### config.mk
export PLATFORM = sky130hd
export DESIGN_NAME = decoder_scan
export DESIGN_NICKNAME = d
export VERILOG_FILES = /design/src/rtl/decoder_scan_pkg.sv /design/src/rtl/decoder_scan_prescaler.sv /design/src/rtl/decoder_scan.sv
export SDC_FILE = /design/constraint.sdc
export NUM_CORES = 1
export LEC_CHECK = 0
export ABC_AREA = 1
export BUFFER_PORTS_ARGS = -buffer_cell sky130_fd_sc_hd__clkbuf_2
export CAP_MARGIN = 20
export CORE_AREA = 8 8 84 86
export DETAILED_ROUTE_END_ITERATION = 6
export DIE_AREA = 0 0 92 94
export RECOVER_POWER = 50
export SLEW_MARGIN = 5
export SYNTH_ARGS = -nofsm -noshare
export SYNTH_HDL_FRONTEND = slang
export SYNTH_HIERARCHICAL = 1
export SYNTH_SLANG_ARGS = --single-unit
export TNS_END_PERCENT = 1
### constraint.sdc
create_clock -name clk -period 6.13 [get_ports clk]
set_input_delay 0.9195 -clock clk [delete_from_list [all_inputs] [get_ports clk]]
set_output_delay 0.9195 -clock clk [all_outputs]
set_load 0.005 [all_outputs]
### src/rtl/decoder_scan_pkg.sv
// Shared types and helpers for the decoder_scan block.
package decoder_pkg;

    typedef enum logic [1:0] {IDLE, DIRECT, SCAN} dec_state_t;

    // Widest one-hot vector the helper can build; the decoder limits IN_W to 8.
    localparam int MAX_OUT_W = 256;

    function automatic logic [MAX_OUT_W-1:0] onehot_of(input int idx);
        logic [MAX_OUT_W-1:0] v;
        v      = '0;
        v[idx] = 1'b1;
        return v;
    endfunction

endpackage

### src/rtl/decoder_scan_prescaler.sv
// Scan slot prescaler: counts 0..DIV-1 while not cleared and flags the last count of each slot.
module scan_prescaler #(
    parameter  int DIV = 1000,
    localparam int CW  = (DIV > 1) ? $clog2(DIV) : 1
) (
    input  logic          clk,
    input  logic          rst_n,
    input  logic          clr,
    output logic [CW-1:0] count,
    output logic          tick
);

    logic [CW-1:0] count_q;
    logic [CW-1:0] count_d;

    assign tick  = !clr && (count_q == CW'(DIV - 1));
    assign count = count_q;

    always_comb begin
        count_d = count_q;
        if (clr || tick) begin
            count_d = '0;
        end else begin
            count_d = count_q + 1'b1;
        end
    end

    always_ff @(posedge clk or negedge rst_n) begin
        if (!rst_n) begin
            count_q <= '0;
        end else begin
            count_q <= count_d;
        end
    end

endmodule

### src/rtl/decoder_scan.sv
// Registered binary to one-hot/one-cold decoder with valid/ready handshake and autonomous scan.
// Define DECODER_SCAN_BLANK_EN to blank the outputs for BLANK_CYC cycles at each scan slot start.
module decoder_scan
    import decoder_pkg::*;
#(
    parameter  int IN_W      = 4,
    parameter  int SCAN_DIV  = 1000,
    parameter  int BLANK_CYC = 8,
    localparam int OUT_W     = 2 ** IN_W,
    localparam int CW        = (SCAN_DIV > 1) ? $clog2(SCAN_DIV) : 1
) (
    input  logic             clk,
    input  logic             rst_n,
    input  logic             scanMode,
    input  logic [IN_W-1:0]  scanLast,
    input  logic             inValid,
    output logic             inReady,
    input  logic [IN_W-1:0]  dataIn,
    output logic             outValid,
    input  logic             outReady,
    output logic [OUT_W-1:0] oneHot,
    output logic [OUT_W-1:0] oneCold,
    output logic [IN_W-1:0]  index,
    output logic             slotTick
);

`ifdef DECODER_SCAN_BLANK_EN
    localparam int BLANK_EFF = BLANK_CYC;
    if (BLANK_CYC >= SCAN_DIV) begin : g_bad_blank
        $error("decoder_scan: BLANK_CYC must be below SCAN_DIV");
    end
`else
    localparam int BLANK_EFF = 0;
`endif

    if (SCAN_DIV < 2 || BLANK_CYC < 0 || IN_W < 1 || IN_W > 8) begin : g_bad_param
        $error("decoder_scan: parameter out of range");
    end

    dec_state_t       state_q, state_d;
    logic [IN_W-1:0]  index_q, index_d;
    logic [OUT_W-1:0] one_hot_q, one_hot_d;
    logic             out_valid_q, out_valid_d;
    logic             slot_tick_q, slot_tick_d;

    logic [CW-1:0]    scan_count;
    logic             scan_tick;
    logic             scan_run;
    logic             accept;
    logic             enter_scan;
    logic             blank_d;
    int               scan_pos_d;

    assign scan_run = (state_q == SCAN) && scanMode;

    scan_prescaler #(
        .DIV   (SCAN_DIV)
    ) u_prescaler (
        .clk   (clk),
        .rst_n (rst_n),
        .clr   (!scan_run),
        .count (scan_count),
        .tick  (scan_tick)
    );

    // A pending scan request stops new accepts so an accepted item is never overwritten by scan entry.
    assign inReady = (state_q == DIRECT) && !scanMode && (!out_valid_q || outReady);
    assign accept  = inValid && inReady;

    // Slot position the prescaler will hold next cycle, so blanking lines up with the registered output.
    assign scan_pos_d = (scan_run && !scan_tick) ? int'(scan_count) + 1 : 0;
    assign blank_d    = scan_pos_d < BLANK_EFF;

    always_comb begin
        state_d     = state_q;
        index_d     = index_q;
        one_hot_d   = one_hot_q;
        out_valid_d = out_valid_q;
        slot_tick_d = 1'b0;
        enter_scan  = 1'b0;

        case (state_q)
            IDLE: begin
                if (scanMode) begin
                    enter_scan = 1'b1;
                end else begin
                    state_d = DIRECT;
                end
            end
            DIRECT: begin
                if (scanMode && (!out_valid_q || outReady)) begin
                    enter_scan = 1'b1;
                end else if (accept) begin
                    index_d     = dataIn;
                    one_hot_d   = OUT_W'(onehot_of(int'(dataIn)));
                    out_valid_d = 1'b1;
                end else if (outReady) begin
                    out_valid_d = 1'b0;
                end
            end
            SCAN: begin
                if (!scanMode) begin
                    state_d     = DIRECT;
                    out_valid_d = 1'b0;
                end else begin
                    out_valid_d = 1'b1;
                    if (scan_tick) begin
                        index_d     = (index_q >= scanLast) ? '0 : index_q + 1'b1;
                        slot_tick_d = 1'b1;
                    end
                    one_hot_d = blank_d ? '0 : OUT_W'(onehot_of(int'(index_d)));
                end
            end
            default: state_d = IDLE;
        endcase

        if (enter_scan) begin
            state_d     = SCAN;
            index_d     = '0;
            out_valid_d = 1'b1;
            one_hot_d   = blank_d ? '0 : OUT_W'(1);
        end
    end

    always_ff @(posedge clk or negedge rst_n) begin
        if (!rst_n) begin
            state_q     <= IDLE;
            index_q     <= '0;
            one_hot_q   <= '0;
            out_valid_q <= 1'b0;
            slot_tick_q <= 1'b0;
        end else begin
            state_q     <= state_d;
            index_q     <= index_d;
            one_hot_q   <= one_hot_d;
            out_valid_q <= out_valid_d;
            slot_tick_q <= slot_tick_d;
        end
    end

    assign oneHot   = one_hot_q;
    assign oneCold  = ~one_hot_q;
    assign index    = index_q;
    assign outValid = out_valid_q;
    assign slotTick = slot_tick_q;

endmodule
==> impl_results.md, run 1 <==
* Critical path arrival at 3100 ps
* Fraction of registers with async set/reset at 100%
* Final Skew at 6.32 ps
* Final hold vios at 0
* Final period util at 47.0%
* CTS Buf Count at 5
* First-pass GRT wire length at 9490 um
* Psw at 405 uW
* DRC viols at 0
* CP Cell Sequence: nor2_1 -> buf_4 -> nand2_1 -> nor2_1 -> nand2_1 -> xor2_1 -> nand2_1 -> nor2_1 -> nand2_1 -> nand2_1 -> nand2_1 -> nand2_1
* Main combinational cell family by area after synthesis: simple AND/OR/NAND/NOR gates
* Slowest CP cell: nor2_1
* Fin nets at 402
* CTS tree: built
* Reg clk slew, reported paths at 70 ps
* Endpoints failing setup at 0
* Initial antenna violation count at 0
* Max-slew violations at 35
* Syn Nets at 350
* Routed wire length at 5370 um
* Drt initial violations at 77
* Hold_ws at 459 ps
* Post-CTS sizing at 0
* Synth cell types at 29
* Synth top area cells: dfrtp_1, nand2_1, inv_1
* Peak VDD IR at 0.190 mV
* CORE AREA at 5750 um^2
* Routability cong. at 0.913
* Most frequent cells in the layout: nand2_1, inv_1, dfrtp_1, clkbuf_2, nor2_1
* Htree depth at 2
* Pwr Density at 366 nW/um^2
* Clock sink count at 34
* Vias in the first global route at 2077
* Critical path required time at 6350 ps
* Hold path cells at 1
* Root buf cell: clkbuf_8
* R2R depth at 12
* Post-CTS setup buffers at 0
* Avg WL per Cell at 11.8 um
* Critical Path Max Stage Delay at 550 ps
* Warnings, synthesis at 6
* Diode count at 0
* Synth Register Bits at 34
* Crit path depth at 12
* Post-synthesis mux area share at 0%
* Worst Setup Path Type: reg2reg
* Commonest non-fill, non-tap cell in the layout: nand2_1
* Vias at 2090
* WP buf/inv at 1
* Synth Flop Type: dfrtp_1
* Post-Synth Adder-Cell Area at 3.36%
* Top delay family on crit path: simple AND/OR/NAND/NOR gates
* Seq/Total Area, Yosys at 38.0%
* Worst hold path type: reg2reg
* Number of flops mapped to enable cells by yosys at 0
* Leading area contributor after synthesis: dfrtp_1
* Comb pwr share at 45.4%
* Worst setup SP type: flop
* Largest net degree at the start of global routing at 35
* Sw Share at 42.4%
* Max-cap violations at 1
* Run status: complete, but fails checks
* Setup TNS at 0 ps
* Hold path start: state_q[1]
* Period minus WS final at 2880 ps
* Syn_area_per_cell at 6.76 um^2
* DR vias/cell at 4.57
* Mapped Cells at 331
* Clk pwr share at 16.8%
* Fin util at 45.3%
* Synth top area share at 38.0%
* I/O Pins at 52
* Hold-fix buffers, CTS at 0
* Finished Cell Area at 2610 um^2
* Die H at 94 um
* Worst Setup SP: state_q[0]
* Layout area overhead at 16.4%
* Rows at 28
* RSZ-0062 raised after global routing: false
* FMAX at 347 MHz
* Seq pwr share at 37.8%
* Total power at 953 uW
* Critical path capture point type: flop
* Post-synthesis compound-gate area fraction at 8.78%
* Skew-Pair Late Insertion Delay at 280 ps
* Dpl hpwl at 4070 um
* Routed Antenna Nets at 0
* Worst-path fanout max at 23
* Failing checks: capacitance limit, slew limit
* Slew HR at -21.9%
* Starting Density at 38.9%
* Post-Synth Simple-Gate Area at 36.3%
* Worst r2r src: state_q[0]
* Die Span X at 92 um
* Share of layout cells above drive strength 1 at 16.0%
* Max Root-Sink Buffers at 2
* Internal Power at 549 uW
* Die ar. at 8650 um^2
* Drt pass-1 iters at 4
* Grt total ovfl at 0
* Cell mode on critical path: nand2_1
* Worst-Margin Slew at 1830 ps
* # port buffers at 51
* Area post-placement at 2540 um^2
* Synthesized area at 2240 um^2
* Gr usage total at 13.2%
* Leak at 0.00134 uW
* Synth Area in XOR/XNOR at 2.40%
routing by layer:
layer | track usage (%) | wire length (um) | vias up
met2 | 22.6 | 2540 | 44
met5 | 0 | 0 | -
met4 | 4.03 | 36 | 0
met3 | 3.44 | 267 | 4
li1 | - | - | 1114
met1 | 15.7 | 2530 | 928
cells by family after synthesis:
family | count (synthesis)
fa+ha+maj | 6
xor+xnor | 4
simple gates | 190
buf+inv | 60
compound gates | 37
flops | 34
worst register-to-register path, stage by stage (launching register included):
cell,delay [ps]
dfrtp_1,420
nor2_1,110
buf_4,240
nand2_1,440
nor2_1,560
nand2_1,140
xor2_1,330
nand2_1,120
nor2_1,220
nand2_1,80
nand2_1,70
nand2_1,50
nand2_1,50
state kept, by name (all words and copies together), names as in the netlist:
signal             cells
outValid               1
index                  4
oneHot                16
u_prescaler/count     10
state_q                2
slotTick               1
synth_stat cells (3+ instances only):
master	instances
dfrtp_1	34
nor2_4	3
xor2_1	3
buf_6	3
nor2_2	4
nand2_1	129
inv_1	48
o21ai_1	4
nand3_1	7
ha_1	6
inv_2	3
o21ai_0	23
clkbuf_1	3
a21oi_1	5
nand4_1	5
nor2_1	29
nand2_2	6
power by group through the flow:
stage               sequential, uW  clock (uW)  combinational, uW
CTS                            362         167                455
finish                         360         160                432
global route                   371         176                505
global placement               365           0                449
detailed placement             366           0                453
floorplan                      359           0                270
stage by stage:
stage,worst slack [ps],cells
after floorplan,3710,331
after global placement,3130,451
after detailed placement,3060,451
after CTS,3260,457
after global routing,2840,457
final,3250,457
worst paths after layout:
kind	end	slack, ps
max	oneHot[5]	3250
min	state_q[0]	460
max reg2reg	oneHot[5]	3250
min reg2reg	state_q[0]	460
max in group asynchronous	oneHot[13]	3950
min in group asynchronous	index[0]	1130
area by class of cell:
class	count	area, um^2
clock buffer	6	82.6
fill	635	3140
inverter	53	199
multi-input combinational	237	1140
sequential	34	851
tap	75	93.8
timing repair buffer	52	241
No activity file was read; power rests on OpenSTA's default activity.
==> run 2, diff against run 1 <==
Settings changed: ABC_AREA 1 to 0.
Clock period 6.13 ns to 2.67 ns, I/O delays scaled along.
==> run 2 against run 1 <==
Effect of this change: the flow still finishes with violations (capacitance limit, slew limit); fmax grew 16%; worst setup slack lost 3100 ps; routed wire length grew 11%.
==> impl_results.md, run 2 <==
* Slew HR at -25.1% (-3.3 points)
* DRC viols at 0 (unchanged)
* CTS Buf Count at 5 (unchanged)
* Clk pwr share at 23.4% (+6.6 points)
* Max FFs per register at 16 (unchanged)
* Starting Density at 39.1% (+0.13 points)
* Vias at 2058 (-1.5%)
* Leading area contributor after synthesis: dfrtp_1
* Synthesized area at 2240 um^2 (+0.34%)
* # port buffers at 51 (unchanged)
* Post-synth top cells: nand2_1, dfrtp_1, inv_1
* Setup TNS at 0 ps (unchanged)
* Max-cap violations at 1 (unchanged)
* Critical path arrival at 2650 ps (-450 ps)
* Syn_area_per_cell at 8.94 um^2 (+32%)
* Worst setup SP type: flop
* Max-slew violations at 35 (unchanged)
* Worst r2r src: u_prescaler/count[0]
* Hold path start: scanMode
* CORE AREA at 5750 um^2 (unchanged)
* Worst Setup SP: u_prescaler/count[0]
* DR vias/cell at 5.40 (+18%)
* Gr usage total at 14.0% (+0.84 points)
* Syn Nets at 270 (-23%)
* Diode count at 0 (unchanged)
* Internal Power at 939 uW (+71%)
* Worst-path fanout max at 5 (-78%)
* Seq pwr share at 42.5% (+4.7 points)
* Routability cong. at 0.847 (-7.3%)
* Htree depth at 2 (unchanged)
* Critical path required time at 2850 ps (-3500 ps)
* Failing checks: capacitance limit, slew limit
* Critical path capture point type: flop
* Mapped Cells at 251 (-24%)
* Routed wire length at 5940 um (+11%)
* Endpoints failing setup at 0 (unchanged)
* CTS tree: built
* Synth cell types at 57 (+97%)
* Hold_ws at 492 ps (+33.3 ps)
* Max Root-Sink Buffers at 2 (unchanged)
* Synth Register Bits at 34 (unchanged)
* Peak VDD IR at 0.219 mV (+15%)
* Hold path cells at 3 (+2)
* Final Skew at 3.22 ps (-3.10 ps)
* Pwr Density at 552 nW/um^2 (+51%)
* Skew-Pair Late Insertion Delay at 280 ps (about the same)
* Worst hold path type: in2reg
* Number of flops mapped to enable cells by yosys at 0 (unchanged)
* Die Span X at 92 um (unchanged)
* Root buf cell: clkbuf_8
* Rows at 28 (unchanged)
* Reg clk slew, reported paths at 60 ps (about the same)
* Sw Share at 36.0% (-6.5 points)
* R2R depth at 9 (-3)
* Vias in the first global route at 1981 (-4.6%)
* Commonest non-fill, non-tap cell in the layout: clkbuf_2
* Synth top area cells: dfrtp_1, nand2_1, o311ai_1
* Period minus WS final at 2480 ps (-406 ps)
* Final hold vios at 0 (unchanged)
* Seq/Total Area, Yosys at 37.9% (-0.13 points)
* Run status: complete, but fails checks
* Grt total ovfl at 0 (unchanged)
* Psw at 527 uW (+30%)
* Clock sink count at 34 (unchanged)
* Largest net degree at the start of global routing at 35 (unchanged)
* Synth top area share at 37.9% (-0.13 points)
* Initial antenna violation count at 0 (unchanged)
* Comb pwr share at 34.1% (-11 points)
* I/O Pins at 52 (unchanged)
* Dpl hpwl at 4440 um (+8.9%)
* Avg WL per Cell at 15.6 um (+33%)
* Die ar. at 8650 um^2 (unchanged)
* Worst Setup Path Type: reg2reg
* Layout area overhead at 18.3%
* Routed Antenna Nets at 0 (unchanged)
* Warnings, synthesis at 6 (unchanged)
* First-pass GRT wire length at 9810 um (+3.4%)
* Drt pass-1 iters at 4 (unchanged)
* Share of layout cells above drive strength 1 at 24.8% (+8.9 points)
* Fraction of registers with async set/reset at 100% (unchanged)
* Fin nets at 325 (-19%)
* Leak at 0.00112 uW (-17%)
* Hold-fix buffers, CTS at 0 (unchanged)
* Final period util at 92.7% (+46 points)
* Die H at 94 um (unchanged)
* Most frequent cells in the layout: clkbuf_2, nand2_1, dfrtp_1, inv_1, nor2_1
* Synth Flop Type: dfrtp_1
* FMAX at 404 MHz (+16%)
* Worst-Margin Slew at 1880 ps (+48.8 ps)
* Most numerous cell in the Yosys netlist: nand2_1
* Drt initial violations at 183 (+140%)
==> run 2: final cells by class <==
type	instances	area, um^2
multi-input combinational	180	1230
clock buffer	7	76.3
fill	592	3090
sequential	34	851
inverter	26	97.6
timing repair buffer	59	303
tap	75	93.8
==> run 2: power groups by stage <==
| stage | Clock, uW | Combinational (uW) | Sequential, uW |
|---|---|---|---|
| finish | 344 | 500 | 623 |
| global route | 376 | 561 | 633 |
| CTS | 359 | 503 | 624 |
| detailed placement | 0 | 500 | 633 |
| global placement | 0 | 494 | 633 |
| floorplan | 0 | 336 | 612 |
==> run 2: what timing repair did <==
item / in CTS / in global routing
gates resized for setup: 0 / 5
setup buffers: 0 / 1
endpoints found under the setup margin: 0 / 13
==> run 2: final timing paths <==
kind / to / slack (ps)
min in group asynchronous: u_prescaler/count[5] / 630
max: oneHot[13] / 190
min reg2reg: u_prescaler/count[0] / 510
min: state_q[0] / 490
max reg2reg: oneHot[13] / 190
max in group asynchronous: slotTick / 960
==> run 2: worst max-delay path, cell delays in order (launching register included) <==
cell      delay [ps]
dfrtp_1          400
ha_2             230
nand2_2           90
nor4b_4          370
nand3_1          140
nor2_2           170
nand4_1          210
xnor2_2          320
nand2_1          140
o311ai_1         290
==> run 2: logic make-up (layout without fill, tap and decap cells) <==
family / count (synthesis) / after routing / synth area share (%)
xor+xnor: 8 / 8 / 3.46
flops: 34 / 34 / 37.9
fa+ha+maj: 6 / 6 / 3.34
buf+inv: 37 / 92 / 7.58
simple gates: 103 / 103 / 24.7
compound gates: 62 / 62 / 22.5
mux: 1 / 1 / 0.446
==> run 2: metrics by stage <==
| step | setup WS (ps) | total power [uW] | cells | utilization, % | area [um^2] |
|---|---|---|---|---|---|
| after global placement | 181 | 1130 | 373 | 44.8 | 2570 |
| after CTS | 58.1 | 1490 | 380 | 46.1 | 2650 |
| after detailed placement | 71.6 | 1130 | 373 | 44.8 | 2570 |
| after global routing | -6.59 | 1570 | 381 | 46.2 | 2660 |
| final | 195 | 1470 | 381 | 46.2 | 2660 |
| after floorplan | 381 | 948 | 251 | - | 2240 |
==> run 2: per-layer routing <==
layer  GRT usage, %  routed length (um)
met2           21.5                2750
met1           19.1                2780
met4           4.70                 101
met3           2.88                 308
met5              0                   0
==> run 3, diff against run 2 <==
Settings changed: ABC_AREA 0 to 1, CORE_AREA 8 8 84 86 to 8 8 76 78, DIE_AREA 0 0 92 94 to 0 0 84 86, PLACE_DENSITY set to 0.74.
==> run 3 against run 2 <==
Effect of this change: the run still ends with capacitance limit, slew limit left; sequential cell count is the same; critical endpoint is now oneHot[15]; routed wire length shrank 13%; final cell count grew 15%; fmax is 7.1% higher; highest routed layer unchanged.
==> impl_results.md, run 3 (synthesis results as in run 1) <==
* Commonest non-fill, non-tap cell in the layout: nand2_1
* R2R Setup Slk at 360 ps (+160 ps)
* Fin nets at 403 (+24%)
* Skew-Pair Late Insertion Delay at 300 ps (+20 ps)
* Worst-path fanout max at 8 (+3)
* Failing checks: capacitance limit, slew limit
* Htree depth at 2 (unchanged)
* Run status: complete, but fails checks
* Worst Setup Path Type: reg2reg
* Avg WL per Cell at 11.8 um (-24%)
* Vias in the first global route at 2116 (+6.8%)
* Peak VDD IR at 0.584 mV (+170%)
* Worst setup SP type: flop
* Routability cong. at 0.887 (+4.8%)
* FMAX at 433 MHz (+7.1%)
* Max FFs per register at 16 (unchanged)
* Worst setup endpoint: oneHot[15]
* Max-cap violations at 1 (unchanged)
* Worst-Margin Slew at 1800 ps (-74.0 ps)
* Worst Setup SP: u_prescaler/count[0]
* Most frequent cells in the layout: nand2_1, inv_1, clkbuf_2, dfrtp_1, nor2_1
* DR vias/cell at 4.94 (-8.6%)
* Pwr Density at 857 nW/um^2 (+55%)
* Routed wire length at 5200 um (-13%)
* Initial antenna violation count at 0 (unchanged)
* Slew HR at -20.2% (+4.9 points)
* Worst hold path type: in2reg
* Period minus WS final at 2310 ps (-163 ps)
* CTS tree: built
* Max Root-Sink Buffers at 2 (unchanged)
* Endpoints failing setup at 0 (unchanged)
* Non-Filler Instances at 439 (+15%)
* R2R depth at 15 (+6)
* Post-CTS setup buffers at 0 (unchanged)
* RSZ-0062 raised after global routing: false
* Critical path arrival at 2550 ps (-100 ps)
* Clk pwr share at 18.3% (-5.1 points)
* CTS Buf Count at 5 (unchanged)
* Seq pwr share at 36.8% (-5.7 points)
* Max-slew violations at 35 (unchanged)
* Diode count at 0 (unchanged)
* Setup TNS at 0 ps (unchanged)
* DRC viols at 0 (unchanged)
* Worst r2r src: u_prescaler/count[0]
* Die H at 86 um (-8.5%)
* Psw at 955 uW (+81%)
* CORE AREA at 4600 um^2 (-20%)
* # port buffers at 51 (unchanged)
* R2r endpoint: oneHot[15]
* Leak at 0.00136 uW (+22%)
* Grt total ovfl at 0 (unchanged)
* Routed Antenna Nets at 0 (unchanged)
* Final period util at 86.6% (-6.1 points)
* Vias at 2168 (+5.3%)
* Layout area overhead at 16.3%
* Internal Power at 1270 uW (+36%)
* Starting Density at 48.7% (+9.6 points)
* Final Skew at 13.8 ps (+10.6 ps)
* Dpl hpwl at 3970 um (-10%)
* Hold-fix buffers, CTS at 0 (unchanged)
* Die Span X at 84 um (-8.7%)
* I/O Pins at 52 (unchanged)
* Comb pwr share at 44.9% (+11 points)
* Clock sink count at 34 (unchanged)
* First-pass GRT wire length at 9390 um (-4.3%)
* FILL cells at 471 (-20%)
* Drt pass-1 iters at 4 (unchanged)
* Root buf cell: clkbuf_8
* Largest net degree at the start of global routing at 35 (unchanged)
* Drt initial violations at 115 (-37%)
* Critical path required time at 2910 ps (+60 ps)
* Critical path capture point type: flop
* # placed instances at 431 (+16%)
* Reg clk slew, reported paths at 80 ps (+20 ps)
* Post-CTS sizing at 0 (unchanged)
* Sw Share at 42.9% (+6.9 points)
* Share of layout cells above drive strength 1 at 17.1% (-7.7 points)
* Gr usage total at 15.4% (+1.4 points)
* Rows at 25 (-11%)
* Die ar. at 7220 um^2 (-16%)
* Final hold vios at 0 (unchanged)
## run 3: layer usage
| metal | wire [um] | share of wire, % | GRT usage (%) | vias up |
|---|---|---|---|---|
| met5 | 0 | 0 | 0 | - |
| met2 | 2540 | 49 | 26.0 | 77 |
| met4 | 82 | 1.6 | 5.49 | 0 |
| met1 | 2300 | 44 | 18.4 | 963 |
| met3 | 279 | 5.4 | 3.89 | 9 |
| li1 | - | - | - | 1119 |
## run 3: worst min-delay path by stage
stage | startpoint | to | slack, ps | cells after the start
after floorplan | rst_n | index[0] | 100 | 0
after global placement | state_q[1] | state_q[0] | 450 | 1
after detailed placement | state_q[1] | state_q[0] | 450 | 1
after CTS | rst_n | oneHot[7] | 250 | 1
after global routing | outReady | outValid | 430 | 4
final | outReady | outValid | 400 | 4
## run 3: layout make-up
class | count | area [um^2] | area share (%)
timing repair buffer | 53 | 251 | 9.67
clock inverter | 2 | 12.5 | 0.481
sequential | 34 | 851 | 32.7
inverter | 53 | 199 | 7.65
clock buffer | 6 | 82.6 | 3.17
multi-input combinational | 237 | 1140 | 43.7
tap | 54 | 67.6 | 2.60
## run 3: power groups by stage
stage | Clock [uW] | Combinational (uW) | Sequential (uW)
finish | 407 | 1000 | 820
global route | 432 | 1160 | 849
CTS | 410 | 1050 | 827
detailed placement | 0 | 1040 | 833
global placement | 0 | 1020 | 831
floorplan | 0 | 619 | 825
## run 3: through the flow
| stage | worst slack [ps] | cell area (um^2) | total power (uW) | hold slack [ps] | utilization, % |
|---|---|---|---|---|---|
| floorplan | 520 | 2240 | 1440 | 105 | - |
| global placement | 441 | 2520 | 1850 | 450 | 54.9 |
| detailed placement | 361 | 2520 | 1870 | 450 | 54.9 |
| CTS | 349 | 2620 | 2280 | 248 | 57.0 |
| global route | 62.5 | 2600 | 2440 | 432 | 56.6 |
| finish | 358 | 2600 | 2230 | 405 | 56.6 |
## run 3: worst max-delay path, cell delays in order, from the launching register on
cell	delay [ps]
dfrtp_1	390
ha_1	180
nand2_1	70
inv_2	120
nand4_1	130
nor2_1	360
nand2_1	110
inv_1	60
nand4_1	90
nand2_1	210
inv_1	100
nor2_2	180
nand2_1	90
nand2_1	70
nand2_1	50
nand2_1	60
